--- config.mk ---
export PLATFORM = sky130hd
export DESIGN_NAME = cdb_arbiter
export DESIGN_NICKNAME = d
export VERILOG_FILES = /design/src/rtl/cdb_pkg.sv /design/src/rtl/wb_src_queue.sv /design/src/rtl/cdb_arbiter.sv
export SDC_FILE = /design/constraint.sdc
export NUM_CORES = 1
export LEC_CHECK = 0
export CAP_MARGIN = 20
export CORE_MARGIN = 4
export CORE_UTILIZATION = 30
export DETAILED_ROUTE_END_ITERATION = 10
export SLEW_MARGIN = 5
export SYNTH_ARGS = -nofsm -noshare
export SYNTH_HDL_FRONTEND = slang
export SYNTH_SLANG_ARGS = --single-unit
--- constraint.sdc ---
create_clock -name clk -period 4.52 [get_ports clk]
set_input_delay 1.13 -clock clk [delete_from_list [all_inputs] [get_ports clk]]
set_output_delay 1.13 -clock clk [all_outputs]
set_load 0.005 [all_outputs]
--- src/rtl/cdb_pkg.sv ---
// Shared definitions for the common-data-bus writeback arbiter.
// Holds the default widths, the source index map and the queue entry layout.
package cdb_pkg;
  localparam int VREG_W_DEF  = 5;
  localparam int DATA_W_DEF  = 32;
  localparam int NUM_SRC_DEF = 3;

  localparam int SRC_ALU = 0;
  localparam int SRC_LSB = 1;
  localparam int SRC_BRU = 2;

  typedef struct packed {
    logic [VREG_W_DEF-1:0] vregid;
    logic [DATA_W_DEF-1:0] val;
  } cdb_entry_t;
endpackage

--- src/rtl/wb_src_queue.sv ---
// Small per-source writeback FIFO. The head is read combinationally so the
// arbiter can grant and register it in the same cycle.
module wb_src_queue
  import cdb_pkg::*;
#(
  parameter int  DEPTH   = 2,
  parameter type entry_t = cdb_entry_t
) (
  input  logic   clk,
  input  logic   rst,
  input  logic   push,
  input  logic   pop,
  input  logic   flush,
  input  entry_t entry_in,
  output entry_t head,
  output logic   empty,
  output logic   full
);
  localparam int PW = (DEPTH > 1) ? $clog2(DEPTH) : 1;
  localparam int CW = $clog2(DEPTH + 1);

  entry_t          r_mem [DEPTH];
  logic [PW-1:0]   r_wptr;
  logic [PW-1:0]   r_rptr;
  logic [CW-1:0]   r_count;
  logic            w_push;
  logic            w_pop;

  // Flush wins over both push and pop; a full queue refuses even when popped.
  assign w_push = push & ~flush & ~full;
  assign w_pop  = pop & ~flush & ~empty;

  always_ff @(posedge clk) begin
    if (w_push) r_mem[r_wptr] <= entry_in;
  end

  always_ff @(posedge clk or negedge rst) begin
    if (!rst) begin
      r_wptr  <= '0;
      r_rptr  <= '0;
      r_count <= '0;
    end else if (flush) begin
      r_wptr  <= '0;
      r_rptr  <= '0;
      r_count <= '0;
    end else begin
      if (w_push) r_wptr <= r_wptr + 1'b1;
      if (w_pop)  r_rptr <= r_rptr + 1'b1;
      case ({w_push, w_pop})
        2'b10:   r_count <= r_count + 1'b1;
        2'b01:   r_count <= r_count - 1'b1;
        default: r_count <= r_count;
      endcase
    end
  end

  assign head  = r_mem[r_rptr];
  assign empty = (r_count == '0);
  assign full  = (r_count == CW'(DEPTH));
endmodule

--- src/rtl/cdb_arbiter.sv ---
// Round-robin arbiter sharing the single CDB writeback port between the
// functional units; one registered broadcast per cycle with a flush path.
module cdb_arbiter
  import cdb_pkg::*;
#(
  parameter  int NUM_SRC = NUM_SRC_DEF,
  parameter  int VREG_W  = VREG_W_DEF,
  parameter  int DATA_W  = DATA_W_DEF,
  parameter  int DEPTH   = 2,
  localparam int SW      = (NUM_SRC > 1) ? $clog2(NUM_SRC) : 1
) (
  input  logic                      clk,
  input  logic                      rst,
  input  logic                      flush,
  input  logic [NUM_SRC-1:0]        src_valid,
  input  logic [NUM_SRC*VREG_W-1:0] src_vregid,
  input  logic [NUM_SRC*DATA_W-1:0] src_val,
  output logic [NUM_SRC-1:0]        src_ready,
  output logic                      cdb_en,
  output logic [VREG_W-1:0]         cdb_vregid,
  output logic [DATA_W-1:0]         cdb_val,
  output logic [SW-1:0]             cdb_src
);
  typedef struct packed {
    logic [VREG_W-1:0] vregid;
    logic [DATA_W-1:0] val;
  } entry_t;

  logic [NUM_SRC-1:0] w_empty;
  logic [NUM_SRC-1:0] w_full;
  logic [NUM_SRC-1:0] w_push;
  logic [NUM_SRC-1:0] w_pop;
  entry_t             w_head [NUM_SRC];
  logic               w_grant;
  logic [SW-1:0]      w_grant_idx;

  logic [SW-1:0]      r_rr_ptr;
  logic               r_cdb_en;
  logic [VREG_W-1:0]  r_cdb_vregid;
  logic [DATA_W-1:0]  r_cdb_val;
  logic [SW-1:0]      r_cdb_src;

  for (genvar gi = 0; gi < NUM_SRC; gi++) begin : g_src
    entry_t w_in;
    assign w_in.vregid = src_vregid[gi*VREG_W +: VREG_W];
    assign w_in.val    = src_val[gi*DATA_W +: DATA_W];
    assign w_push[gi]  = src_valid[gi] & ~w_full[gi] & ~flush;
    assign w_pop[gi]   = w_grant & (w_grant_idx == SW'(gi)) & ~flush;

    wb_src_queue #(
      .DEPTH   (DEPTH),
      .entry_t (entry_t)
    ) u_queue (
      .clk      (clk),
      .rst      (rst),
      .push     (w_push[gi]),
      .pop      (w_pop[gi]),
      .flush    (flush),
      .entry_in (w_in),
      .head     (w_head[gi]),
      .empty    (w_empty[gi]),
      .full     (w_full[gi])
    );
  end

  // Scan from the far end back to rr_ptr so the last hit is the first in rotation.
  always_comb begin
    w_grant     = 1'b0;
    w_grant_idx = '0;
    for (int k = NUM_SRC - 1; k >= 0; k--) begin
      if (!w_empty[(int'(r_rr_ptr) + k) % NUM_SRC]) begin
        w_grant     = 1'b1;
        w_grant_idx = SW'((int'(r_rr_ptr) + k) % NUM_SRC);
      end
    end
  end

  always_ff @(posedge clk or negedge rst) begin
    if (!rst) begin
      r_rr_ptr     <= '0;
      r_cdb_en     <= 1'b0;
      r_cdb_vregid <= '0;
      r_cdb_val    <= '0;
      r_cdb_src    <= '0;
    end else if (flush) begin
      r_cdb_en <= 1'b0;
    end else if (w_grant) begin
      r_cdb_en     <= 1'b1;
      r_cdb_vregid <= w_head[w_grant_idx].vregid;
      r_cdb_val    <= w_head[w_grant_idx].val;
      r_cdb_src    <= w_grant_idx;
      r_rr_ptr     <= (w_grant_idx == SW'(NUM_SRC - 1)) ? '0 : w_grant_idx + 1'b1;
    end else begin
      r_cdb_en <= 1'b0;
    end
  end

  assign src_ready  = ~w_full;
  assign cdb_en     = r_cdb_en;
  assign cdb_vregid = r_cdb_vregid;
  assign cdb_val    = r_cdb_val;
  assign cdb_src    = r_cdb_src;
endmodule
==> results.yml, run 1 <==
drt:
  drt_pre_antenna_iters: 4
  ant_nets: 0
  drc: 0
  vias: 6573
  wl_mm: 27.8
  wl_per_cell_um: 20.2
  vias_per_cell: 4.79
  drtIter0Drc: 273
synth:
  yosys-top-cells-count: "edfxtp_1 (222), mux2_2 (75), dfrtp_1 (54)"
  synth.most_common_cell: "edfxtp_1"
  synthTopCellsByArea: "edfxtp_1 (59%), dfrtp_1 (12%), mux2_2 (7.5%)"
  synth_edf_count: 222
  synth_fp_nets: 837
  ys_ff_latch: 276
  synth_area_mm2: 0.0112
  synth_area_per_cell_um2: 15.6
  synth_top_cell_by_area: "edfxtp_1"
  yosys_warnings: 0
  async_flop_share_pct: 19.6
  syn_inst: 718
  ys_types: 53
  seq_area_frac_synth_pct: 71.4
  yosysTopAreaCellShare_pct: 59.3
  ys.flop_type: "edfxtp_1"
setup_path:
  cp_cell_sequence: "inv_1 > ha_1 > or3_1 > a32o_1 > a31oi_4 > buf_4 > o211ai_1 > a31oi_1"
  critPathLaunchType: "flop"
  path_max_fanout: 21
  crit_cells: 8
  required_ps: 4990
  end_kind: "flop"
  r2r_cells: 8
  crit_family: "compound AO/OA/AOI/OAI gates"
  arrival_ps: 3620
  critPathKind: "reg -> reg"
  crit_buf_inv: 2
  crit_path_max_incr_delay_ps: 790
  crit_path_top_delay_cell: "a31oi_4"
clocking:
  clk_latency_ps: 550
  cts_tree: "done"
  cts_resized: 0
  post_cts_buffers: 0
  ctsHoldBuffers: 0
  numCtsBuffers: 31
  clkTransAtPathRegs_ps: 60
  htree_num_levels: 1
  clockBufferDepth: 3
  clkSinkCount: 276
  cts-root-buf: "clkbuf_16"
sta:
  maxSlewHeadroom_pct: 30.7
  slew_violations: 0
  worst_clock_skew_ps: 8.73
  hold_viol_final: 0
  period_minus_slack_ps: 3160
  rsz0062_at_grt: "no"
  setup_tns_ps: 0
  min_period_over_period_pct: 69.9
  hold_slack_ps: 521
  fmax_mhz: 317
  finalSetupViolations: 0
  tightest_slew_ps: 1040
pwr:
  power_per_cell_area_mw_per_mm2: 620
  ir_worst_vdd_uv: 364
  leakage_nw: 4.79
  finalPower_mw: 8.90
layout:
  multi_input_comb_area_mm2: 0.00298
  drive_gt1_share_pct: 19.6
  register_area_mm2: 0.00802
  layout-area-overhead-vs-synth_pct: 27.8
  fillerInstances: 3435
  post-route-util_pct: 39.0
  nets: 999
floorplanning:
  core_area_mm2: 0.0368
  initial_utilization_pct: 30.5
  die_h_um: 202
  dieArea_mm2: 0.0406
  dieWidth_um: 202
  num_io_pins: 160
  rows: 70
global_routing:
  grt_pass1_vias: 6848
  grt_max_degree: 55
  grt_usage_pct: 13.3
  grt_pass1_wl_mm: 41.6
  antenna_found_initial: 2
  grt_overflow: 0
worst_hold_path:
  min_path_cells: 1
  min_path_type: "reg -> reg"
job:
  max-cap-violations: 0
placement:
  place_congestion: 0.726
  dpl.hpwl_mm: 17.6
  portBuffers: 159
outcome:
  outcome: "finished clean"
## flip-flops by register name (all words and copies together), names as in the netlist
register	count
g_src.u_queue.r_wptr	3
cdb_vregid	5
cdb_src	2
g_src.u_queue.r_count	6
r_rr_ptr	2
cdb_val	32
g_src.u_queue.r_mem	222
cdb_en	1
g_src.u_queue.r_rptr	3
## cells in the final DEF, fill, tap and decap left out, drive strengths merged, types with 3 or more instances in the layout
master	count
mux2i	38
nor2	53
nor3	4
nor3b	4
dfrtp	54
clkinv	19
edfxtp	222
buf	19
o211ai	38
nand2b	5
clkdlybuf4s50	158
inv	4
nand2	45
clkbuf	33
o21ai	41
bufinv	3
a21oi	5
mux2	75
a31oi	40
or2	4
xor2	4
or3	4
## stage by stage
step / area, um2 / std cells / worst slack (ps)
after floorplan: 11200 / 718 / -56.0
after global placement: 13300 / 1313 / 939
after detailed placement: 13300 / 1313 / 866
after CTS: 14300 / 1370 / 1360
after global routing: 14400 / 1372 / 1220
final: 14400 / 1373 / 1360
## per-layer routing
layer	wire (um)	GRT usage [%]	vias to the layer above
met2	13400	22.5	176
met4	608	3.34	4
met5	25	0	-
met3	1490	2.87	52
met1	12300	17.6	3261
li1	-	-	3080
## kinds of logic after synthesis
logic type | share of synthesized area (%)
muxes | 10.9
AOI/OAI and AO/OA | 9.28
adders and majority gates | 0.323
xor gates and xnor gates | 0.468
and+or+nand+nor | 5.16
buffers and inverters | 2.51
DFF | 71.4
## final timing paths
kind	startpoint	endpoint	slack, ps
hold reg to reg	cdb_src[0]	cdb_src[0]	520
max in group asynchronous	rst	g_src[1].u_queue.r_rptr	3270
hold / removal	cdb_src[0]	cdb_src[0]	520
setup reg to reg	r_rr_ptr[0]	cdb_val[14]	1360
min in group asynchronous	rst	cdb_en	660
setup / recovery	r_rr_ptr[0]	cdb_val[14]	1360
## worst register-to-register path, cell delays in order (launching register included)
cell      delay, ps
dfrtp_1         360
inv_1            60
ha_1            450
or3_1           400
a32o_1          300
a31oi_4         790
buf_4           370
o211ai_1        150
a31oi_1         190
## cell type report
cell class                 count  share of cell area [%]
tap                          468                    4.08
antenna                        1                  0.0174
timing repair buffer         177                    12.4
multi-input combinational    391                    20.8
inverter                       3                  0.0784
sequential                   276                    55.9
clock inverter                24                    1.32
clock buffer                  33                    5.45
## report_power, final
part / leakage [nW] / total (mW) / internal [mW] / switching (mW)
Combinational: 1.64 / 3.01 / 1.42 / 1.59
Sequential: 2.67 / 3.49 / 3.12 / 0.373
Clock: 0.478 / 2.40 / 1.41 / 0.986
Total: 4.79 / 8.90 / 5.95 / 2.95
Power figures use the tool's default switching activity.
==> run 2, diff against run 1 <==
Clock period 4.52 ns to 3.14 ns, I/O delays scaled along.
==> run 2 against run 1 <==
Compared with the run above: cell count rose by 0.29%; core utilization rose by 0.36 points; non-clock buffer count rose by 4; first-iteration DRC count rose by 27%; flip-flop and latch count did not move; critical path depth fell by 1; sequential share of layout area fell by 0.51 points; global-route usage rose by 0.40 points; clock power rose by 55%; fmax rose by 11%; largest cell class unchanged.
==> results.yml, run 2 (synthesis gave the netlist of run 1 again) <==
sta:
  tightest_slew_ps: 839
  finalSetupViolations: 0
  min_period_over_period_pct: 90.2
  worst_clock_skew_ps: 21.3
  slew_violations: 0
  period_minus_slack_ps: 2830
  rsz0062_at_grt: "no"
  maxSlewHeadroom_pct: 44.1
  fin_ws_ps: 307
  hold_slack_ps: 342
  fmax_mhz: 353
  hold_viol_final: 0
floorplanning:
  core_area_mm2: 0.0368
  die_h_um: 202
  dieArea_mm2: 0.0406
  initial_utilization_pct: 30.5
  rows: 70
  num_io_pins: 160
  dieWidth_um: 202
drt:
  ant_nets: 0
  met2_wirelength_mm: 14.0
  vias_per_cell: 4.81
  vias: 6626
  routed.top_layer: "met5"
  wl_mm: 28.5
  wl_per_cell_um: 20.7
  drc: 0
  drt_pre_antenna_iters: 5
  drtIter0Drc: 346
  dr_wl_met3_mm: 1.55
  met1Wirelength_mm: 12.4
clocking:
  clk_latency_ps: 560
  numCtsBuffers: 31
  post_cts_buffers: 0
  cts_resized: 0
  htree_num_levels: 1
  ctsHoldBuffers: 0
  cts-root-buf: "clkbuf_16"
  clkTransAtPathRegs_ps: 60
  clockBufferDepth: 3
  clkSinkCount: 276
  cts_tree: "done"
setup_path:
  critPathKind: "reg -> reg"
  crit_family: "simple AND/OR/NAND/NOR gates"
  crit_path_max_incr_delay_ps: 740
  required_ps: 3560
  arrival_ps: 3250
  path_max_fanout: 37
  crit_start: "r_rr_ptr[0]"
  crit_buf_inv: 1
  r2r_start: "r_rr_ptr[0]"
  end_kind: "flop"
  cp_cell_sequence: "inv_1 > ha_1 > nor4bb_1 > or2_2 > o21ai_0 > o211ai_1 > a31oi_1"
  critPathLaunchType: "flop"
  crit_path_top_delay_cell: "or2_2"
global_routing:
  antenna_found_initial: 1
  grt_pass1_wl_mm: 43.1
  grt_pass1_vias: 7014
  grt_usage_pct: 13.7
  grt_overflow: 0
  grt_max_degree: 81
job:
  max-cap-violations: 0
placement:
  portBuffers: 159
  placed_cell_area_mm2: 0.0134
  place_congestion: 0.735
  dpl.hpwl_mm: 18.1
  pre_cts_ws_ps: 379
layout:
  top_register: "g_src.u_queue.r_mem"
  design_area_mm2: 0.0145
  antenna_cells: 0
  nets: 1003
  layout_common_cells: "edfxtp_1 (222), clkdlybuf4s50_1 (158), mux2_2 (75), nor2_1 (51), dfrtp_1 (51)"
  drive_gt1_share_pct: 20.5
  layout-area-overhead-vs-synth_pct: 29.0
  largest_reg_flops: 222
  layout_commonest_cell: "edfxtp_1"
pwr:
  leakage_nw: 4.85
  ir_worst_vdd_uv: 435
  power_per_cell_area_mw_per_mm2: 907
  finalPower_mw: 13.1
outcome:
  outcome: "finished clean"
worst_hold_path:
  min_path_type: "in -> async"
run 2: layer usage:
metal	track usage [%]	vias up
li1	-	3084
met3	2.77	49
met1	18.0	3314
met4	3.17	2
met5	0	-
met2	23.6	177
run 2: final timing paths:
check | end | slack (ps) | cells after the start
setup reg to reg | cdb_val[4] | 310 | 7
setup / recovery | cdb_val[4] | 310 | 7
hold / removal | g_src[1].u_queue.r_count[1] | 340 | 1
min in group clk | cdb_src[0] | 530 | 1
hold reg to reg | cdb_src[0] | 530 | 1
max in group asynchronous | g_src[1].u_queue.r_rptr | 2170 | 1
run 2: area by class of cell:
cell class | count | area [um2]
Sequential cell | 276 | 8020
Tap cell | 468 | 586
Clock inverter | 15 | 189
Inverter | 3 | 11.3
Multi-Input combinational cell | 391 | 2980
Clock buffer | 43 | 871
Timing Repair Buffer | 181 | 1830
Fill cell | 3429 | 22300
run 2: per-stage QoR:
step	setup TNS (ps)	util (%)	instances
CTS	0	39.4	1377
global placement	0	36.5	1319
finish	0	39.4	1377
detailed placement	0	36.5	1319
floorplan	-222090	-	718
global route	0	39.4	1377
run 2: power by group:
| group | internal (mW) | switching (mW) | leakage (nW) | total (mW) |
|---|---|---|---|---|
| logic | 2.10 | 2.31 | 1.67 | 4.41 |
| registers | 4.49 | 0.529 | 2.67 | 5.01 |
| clock network | 2.26 | 1.46 | 0.517 | 3.72 |
| total | 8.85 | 4.30 | 4.85 | 13.1 |
